## src/rtl/botao_req.sv

```systemverilog
// Pedestrian button conditioner: 2-flop sync, DEB_CYCLES debounce, one request per press, saturating press counter.
// Request visible DEB_CYCLES+2 edges after bt_raw rises; BOTAO_PULSE_EN selects 1-cycle pulse output instead of level/ack handshake.
module botao_req #(
    parameter int DEB_CYCLES = 3,
    parameter int CNT_W      = 8
) (
    input  logic             clk,
    input  logic             rst,
    input  logic             bt_raw,
    input  logic             ack,
    output logic             bt,
    output logic             pending,
    output logic [CNT_W-1:0] press_cnt
);

    localparam logic [1:0] S_LOW      = 2'd0;
    localparam logic [1:0] S_RISE_CHK = 2'd1;
    localparam logic [1:0] S_HIGH     = 2'd2;
    localparam logic [1:0] S_FALL_CHK = 2'd3;

    localparam logic [7:0] DEB_LAST = 8'(DEB_CYCLES - 1);

    logic             sync1_q, sync2_q;
    logic [1:0]       state_q, state_d;
    logic [7:0]       deb_cnt_q, deb_cnt_d;
    logic             pending_q, pending_d;
    logic [CNT_W-1:0] press_cnt_q, press_cnt_d;
    logic             press_evt;
    logic             cnt_sat;

    always_comb begin
        state_d   = state_q;
        deb_cnt_d = deb_cnt_q;
        press_evt = 1'b0;
        case (state_q)
            S_LOW: begin
                if (sync2_q) begin
                    state_d   = S_RISE_CHK;
                    deb_cnt_d = 8'd1;
                end
            end
            S_RISE_CHK: begin
                if (!sync2_q) begin
                    state_d   = S_LOW;
                    deb_cnt_d = 8'd0;
                end else if (deb_cnt_q == DEB_LAST) begin
                    state_d   = S_HIGH;
                    deb_cnt_d = 8'd0;
                    press_evt = 1'b1;
                end else begin
                    deb_cnt_d = deb_cnt_q + 8'd1;
                end
            end
            S_HIGH: begin
                if (!sync2_q) begin
                    state_d   = S_FALL_CHK;
                    deb_cnt_d = 8'd1;
                end
            end
            default: begin
                // A bounce back high during release returns to S_HIGH without a new event
                if (sync2_q) begin
                    state_d   = S_HIGH;
                    deb_cnt_d = 8'd0;
                end else if (deb_cnt_q == DEB_LAST) begin
                    state_d   = S_LOW;
                    deb_cnt_d = 8'd0;
                end else begin
                    deb_cnt_d = deb_cnt_q + 8'd1;
                end
            end
        endcase
    end

    assign cnt_sat = &press_cnt_q;

`ifdef BOTAO_PULSE_EN
    always_comb begin
        pending_d   = press_evt;
        press_cnt_d = press_cnt_q;
        if (press_evt && !cnt_sat) begin
            press_cnt_d = press_cnt_q + CNT_W'(1);
        end
    end
`else
    always_comb begin
        pending_d   = pending_q;
        press_cnt_d = press_cnt_q;
        if (press_evt) begin
            // A press coinciding with ack starts a fresh request rather than being dropped
            pending_d = 1'b1;
            if ((!pending_q || ack) && !cnt_sat) begin
                press_cnt_d = press_cnt_q + CNT_W'(1);
            end
        end else if (ack) begin
            pending_d = 1'b0;
        end
    end
`endif

    always_ff @(posedge clk) begin
        if (!rst) begin
            sync1_q     <= 1'b0;
            sync2_q     <= 1'b0;
            state_q     <= S_LOW;
            deb_cnt_q   <= 8'd0;
            pending_q   <= 1'b0;
            press_cnt_q <= '0;
        end else begin
            sync1_q     <= bt_raw;
            sync2_q     <= sync1_q;
            state_q     <= state_d;
            deb_cnt_q   <= deb_cnt_d;
            pending_q   <= pending_d;
            press_cnt_q <= press_cnt_d;
        end
    end

    assign bt        = pending_q;
    assign pending   = pending_q;
    assign press_cnt = press_cnt_q;

endmodule

```

## config.mk

```make
export PLATFORM = sky130hd
export DESIGN_NAME = botao_req
export DESIGN_NICKNAME = d
export VERILOG_FILES = /design/src/rtl/botao_req.sv
export SDC_FILE = /design/constraint.sdc
export NUM_CORES = 1
export LEC_CHECK = 0
export ABC_AREA = 1
export CAP_MARGIN = 10
export CORE_ASPECT_RATIO = 1.5
export CORE_UTILIZATION = 52
export CTS_BUF_LIST = sky130_fd_sc_hd__clkbuf_2 sky130_fd_sc_hd__clkbuf_4 sky130_fd_sc_hd__clkbuf_8
export DETAILED_ROUTE_END_ITERATION = 16
export PLACE_DENSITY = 0.84
export SLEW_MARGIN = 20
export SYNTH_ARGS = -nofsm -noshare
export SYNTH_HDL_FRONTEND = slang
export SYNTH_SLANG_ARGS = --single-unit
```

## constraint.sdc

```tcl
create_clock -name clk -period 1.7 [get_ports clk]
set_input_delay 0.51 -clock clk [delete_from_list [all_inputs] [get_ports clk]]
set_output_delay 0.51 -clock clk [all_outputs]
set_load 0.01 [all_outputs]
```

After elaboration in Yosys (flattened, before gate mapping)

Index checks and enable logic that the tools add are counted.

Register bits: 21
Bits in latches: 0
Bits in writable memories: 0
Bits in read-only memories: 0
Word-level logic and storage cells: 43
Memories: 0

$add $sub $neg: 2
Multipliers: 0
Divide/modulo/power cells: 0
Magnitude comparators: 0
Equality and inequality tests: 6
Shifts and indexed selects: 0
Mux-type cells: 18
Bitwise logic cells: 0
Reduce and logical (&&, ||, !) cells: 11

Operators by type and width:

| operator                                      | count |
|---|---|
| 2-to-1 mux 8 bit                              | 5 |
| one-hot mux 8 bit (3 select lines)            | 1 |
| adder 8 x 1 -> 8 bit, second input constant   | 2 |
| 2-to-1 mux 2 bit                              | 6 |
| == test 8 x 2 -> 1 bit, second input constant | 1 |
| AND reduction 8 bit                           | 1 |
| one-hot mux 2 bit (3 select lines)            | 1 |
| 2-to-1 mux 1 bit                              | 5 |
| != test 2 bit, second input constant          | 2 |
| AND reduction 2 bit                           | 2 |
| AND reduction 4 bit                           | 1 |
| nonzero test 4 bit                            | 1 |
| != test 3 bit, second input constant          | 1 |
| == test 2 x 1 -> 1 bit, second input constant | 1 |
| == test 2 bit, second input constant          | 1 |
| zero test 1 bit                               | 2 |
| zero test 2 bit                               | 1 |
| nonzero test 2 bit                            | 1 |
| logical AND 1 bit                             | 1 |
| logical OR 1 bit                              | 1 |

Depth between registers and ports, before layout

Word-level depth: 5
Gate-level depth with buffers: 10

Least setup slack after synthesis

No wires, ideal clock.

Path type: reg-to-reg
Start point: register state_q[0]
End point: register deb_cnt_q[5]
Data arrival time: 1302 ps
Required time: 1584 ps
Path slack: 283 ps
Stages on the path, launching flop included: 10
Clock period less this slack: 1417 ps
Cells stage by stage: dfxtp_1 inv_1 ha_1 nand2_1 o21ai_2 inv_2 nand3_1 nor2_1 xor2_1 nor2_1

Word-level cells in the longest chain between the ends: 3
Elaborated cells between the ends (all ways): 7
Those cells by class: eq/ne (4); mux (1); reduce/logical (2)

RTL lines:

| item                                                    | line | source |
|---|---|---|
| start: declaration                                      | 24   | `logic [1:0] state_q, state_d;` |
| start signal: assignment                                | 112  | `state_q <= state_d;` |
| == test 2 bit / zero test 2 bit (equally long branches) | 35   | `case (state_q)` |
| != test 2 bit (no line)                                 | -    |  |
| AND reduction 2 bit (no line)                           | -    |  |
| end signal: assignment                                  | 113  | `deb_cnt_q <= deb_cnt_d;` |
| end: declaration                                        | 25   | `logic [7:0] deb_cnt_q, deb_cnt_d;` |

Parallel ways exist; a longest one is shown, timed or not.
A chain may end at the register's enable or synchronous reset.

Worst setup path after layout

Start point: register deb_cnt_q[0]
End point: register deb_cnt_q[6]

Word-level cells in the longest chain between the ends: 4
Elaborated cells between the ends (all ways): 6
Those cells by class: add/sub (1); eq/ne (1); mux (4)

RTL lines:

| item                                                                  | line |
|---|---|
| adder 8 x 1 -> 8 bit / == test 8 x 2 -> 1 bit (equally long branches) | - |
| 2-to-1 mux 8 bit (*)                                                  | 46, 65 |
| 2-to-1 mux 8 bit (on tied branches)                                   | 62, 43 |
| one-hot mux 8 bit (3 select lines) (*)                                | 35 |

Every way passes the cells marked *; elsewhere a longest branch is shown, timed or not.

==> flow_summary_export.csv <==
group,metric,value,unit
route,vias,1129,
power,powerDensity,598,nW/µm²
route,ant_nets,0,
setup_path,worst-r2r-cell-count,9,
layout,layout_commonest_cell,"nand2_1",
placed_design,dp_slack,-49.5,ps
cts,clock_latency,310,ps
route,avgViaCountPerCell,5.28,
logic_synthesis,synth_area_leaders,"dfxtp_1, nand2_1, nor2_1",
setup_path,critPathMaxFanout,7,
layout,areaGrowthSynthToFinish,17.9,%
route,drtIter0Drc,35,
setup_path,end_kind,"flip-flop",
cts,post_cts_buffers,0,
logic_synthesis,ys_seq_elements,21,
logic_synthesis,avgSynthCellArea,6.79,µm²
floorplan,fp.coreArea,2080,µm²
layout,postLayoutCoreUtil,0.667,
timing,grt_setup_unrepaired,"no",
setup_path,ff2ff_setup_slack,90,ps
global_route,grt_pass1_vias,1048,
timing,fin_crit,1610,ps
setup_path,crit_chain,"inv_1 > ha_1 > nand2_2 > nor2_4 > o21ai_0 > nand2_1 > nand2_1 > nand2_2 > nor2_1",
logic_synthesis,synth_area_leader_cell,"dfxtp_1",
timing,fin_crit_sh,0.946,
global_route,antenna_found_initial,0,
cts,cts-root-buf,"clkbuf_4",
floorplan,num_rows,20,
power,power_leakage,0.612,nW
timing,relSlewSlack,0.752,
floorplan,dieArea,2460,µm²
timing,layout_setup_ws,92.6,ps
setup_path,reg2reg_to,"deb_cnt_q[6]",
cts,cts_buffers,3,
setup_path,critPathSlowestCell,"dfxtp_1",
setup_path,critPathLaunch,"deb_cnt_q[0]",
power,vdd_drop_max,0.501,mV
placed_design,portBuffers,13,
cts,cts_max_level,1,
global_route,grt_max_degree,13,
cts,clkSinkCount,21,
setup_path,cpPeakStageDelay,420,ps
global_route,grt_first_pass_wirelength,4200,µm
logic_synthesis,yosysSeqAreaShare,0.358,
cts,cts_hold_buf,0,
logic_synthesis,yosys_warnings,0,
setup_path,crit_required,1960,ps
setup_path,critPathArrivalTime,1870,ps
placed_design,hpwl,2040,µm
logic_synthesis,synthCells,173,
floorplan,pin_count,14,
timing,hold_violations,0,
floorplan,die_width,40.8,µm
layout,final_cell_mix,"nand2_1, nor2_1, inv_1",
logic_synthesis,ys_types,21,
route,wirelength,2590,µm
logic_synthesis,synth_area,1170,µm²
status,outcome,"finished clean",
cts,cts_tree,"built",
floorplan,die_y,60.2,µm
timing,setup_violations,0,
placed_design,place.gp.congestion,0.823,
layout,drive_gt1_frac,0.141,
floorplan,start_util,0.566,
timing,slew_viol_final,0,
global_route,grt.overflow.total,0,
logic_synthesis,synth_top_area_frac,0.358,
cts,clk_pin_slew_worst_paths,120,ps
timing,tightest_slew,370,ps
setup_path,start_kind,"flip-flop",
route,route.detailed.drc,0,
placed_design,dpl.cell_count,210,
flow_run,drv_cap,0,
layout,diodes,0,
timing,fmax,622,MHz
layout,nets,204,
timing,skew,2.52,ps
setup_path,path_class,"reg2reg",
route,dr.pass1.iters,4,
layout,final_cells,214,
global_route,grt.total_usage,0.251,
logic_synthesis,syn_nets,184,
cts,ctsLongestPathBuffers,2,
setup_path,worstReg2RegStart,"deb_cnt_q[0]",
setup_path,endpoint,"deb_cnt_q[6]",
min_path,hp-class,"reg2reg",
route,routedWlPerCell,12.1,µm
power,total_power,829,µW
[layout make-up]
| type | count | area (µm²) |
|---|---|---|
| repair buffers | 17 | 148 |
| flip-flops and latches | 21 | 432 |
| clock inverters | 1 | 5.00 |
| multi-input cells | 125 | 657 |
| well taps | 22 | 27.5 |
| clock buffers | 3 | 22.5 |
| fillers | 195 | 692 |
| inverters | 25 | 93.8 |
[worst min path at each step]
stage,from,to,depth (start not counted)
final,sync1_q,sync2_q,2
after global routing,sync1_q,sync2_q,2
after CTS,sync1_q,sync2_q,2
after detailed placement,sync1_q,sync2_q,2
after global placement,sync1_q,sync2_q,2
after floorplan,sync1_q,sync2_q,2
[metrics by stage]
| step | TNS (ps) | cell area (µm²) | hold WS (ps) |
|---|---|---|---|
| 3_5_place_dp | -104 | 1350 | 426 |
| 6_report | 0 | 1390 | 437 |
| 5_1_grt | 0 | 1390 | 472 |
| 4_1_cts | 0 | 1380 | 442 |
| 2_1_floorplan | 0 | 1170 | 390 |
| 3_3_place_gp | 0 | 1350 | 420 |
[Yosys cell counts, drive strengths merged]
cell type,n
nand3,12
nor2,32
nor3,3
nand2,43
a21oi,9
xor2,6
dfxtp,21
xnor2,1
or2,1
buf,1
ha,7
clkbuf,1
inv,25
o21ai,8
nand4,3
[flip-flops by register name (all words and copies together) (netlist names), named ones only]
register,count
deb_cnt_q,8
press_cnt,8
bt,1
state_q,1
sync1_q,1
sync2_q,1
[repair_timing]
action	CTS	global route
resized for setup	16	5
cloned	0	0
endpoints found under the setup margin	10	4
[per-layer routing]
| layer | share of wire | GRT usage | routed length [µm] | vias to the layer above |
|---|---|---|---|---|
| met5 | 0 | 0 | 0 | - |
| li1 | - | - | - | 576 |
| met3 | 0.023 | 0.0260 | 60 | 5 |
| met2 | 0.58 | 0.491 | 1500 | 23 |
| met4 | 0.026 | 0.148 | 67 | 0 |
| met1 | 0.37 | 0.215 | 966 | 525 |
[logic make-up after synthesis]
| group | Yosys count | synth area share |
|---|---|---|
| AND/OR/NAND/NOR | 94 | 0.350 |
| adder cells (fa/ha/maj) | 7 | 0.0745 |
| XOR/XNOR | 7 | 0.0522 |
| AO/OA/AOI/OAI | 17 | 0.0756 |
| flip-flops | 21 | 0.358 |
| buffers and inverters | 27 | 0.0895 |
[worst max-delay path, delay by kind of cell, from the launching register on]
kind	cells	cell delay (ps)
AO/OA/AOI/OAI	1	240
adder cells (fa/ha/maj)	1	230
buffers and inverters	1	80
flip-flops	1	420
AND/OR/NAND/NOR	6	590
[report_power, final]
part,internal [mW],total (mW),leakage [nW],switching (mW)
sequential,0.498,0.507,0.174,0.00880
clock,0.0881,0.246,0.0177,0.158
combinational,0.0308,0.0763,0.421,0.0454
(Power assumes the default switching activity.)
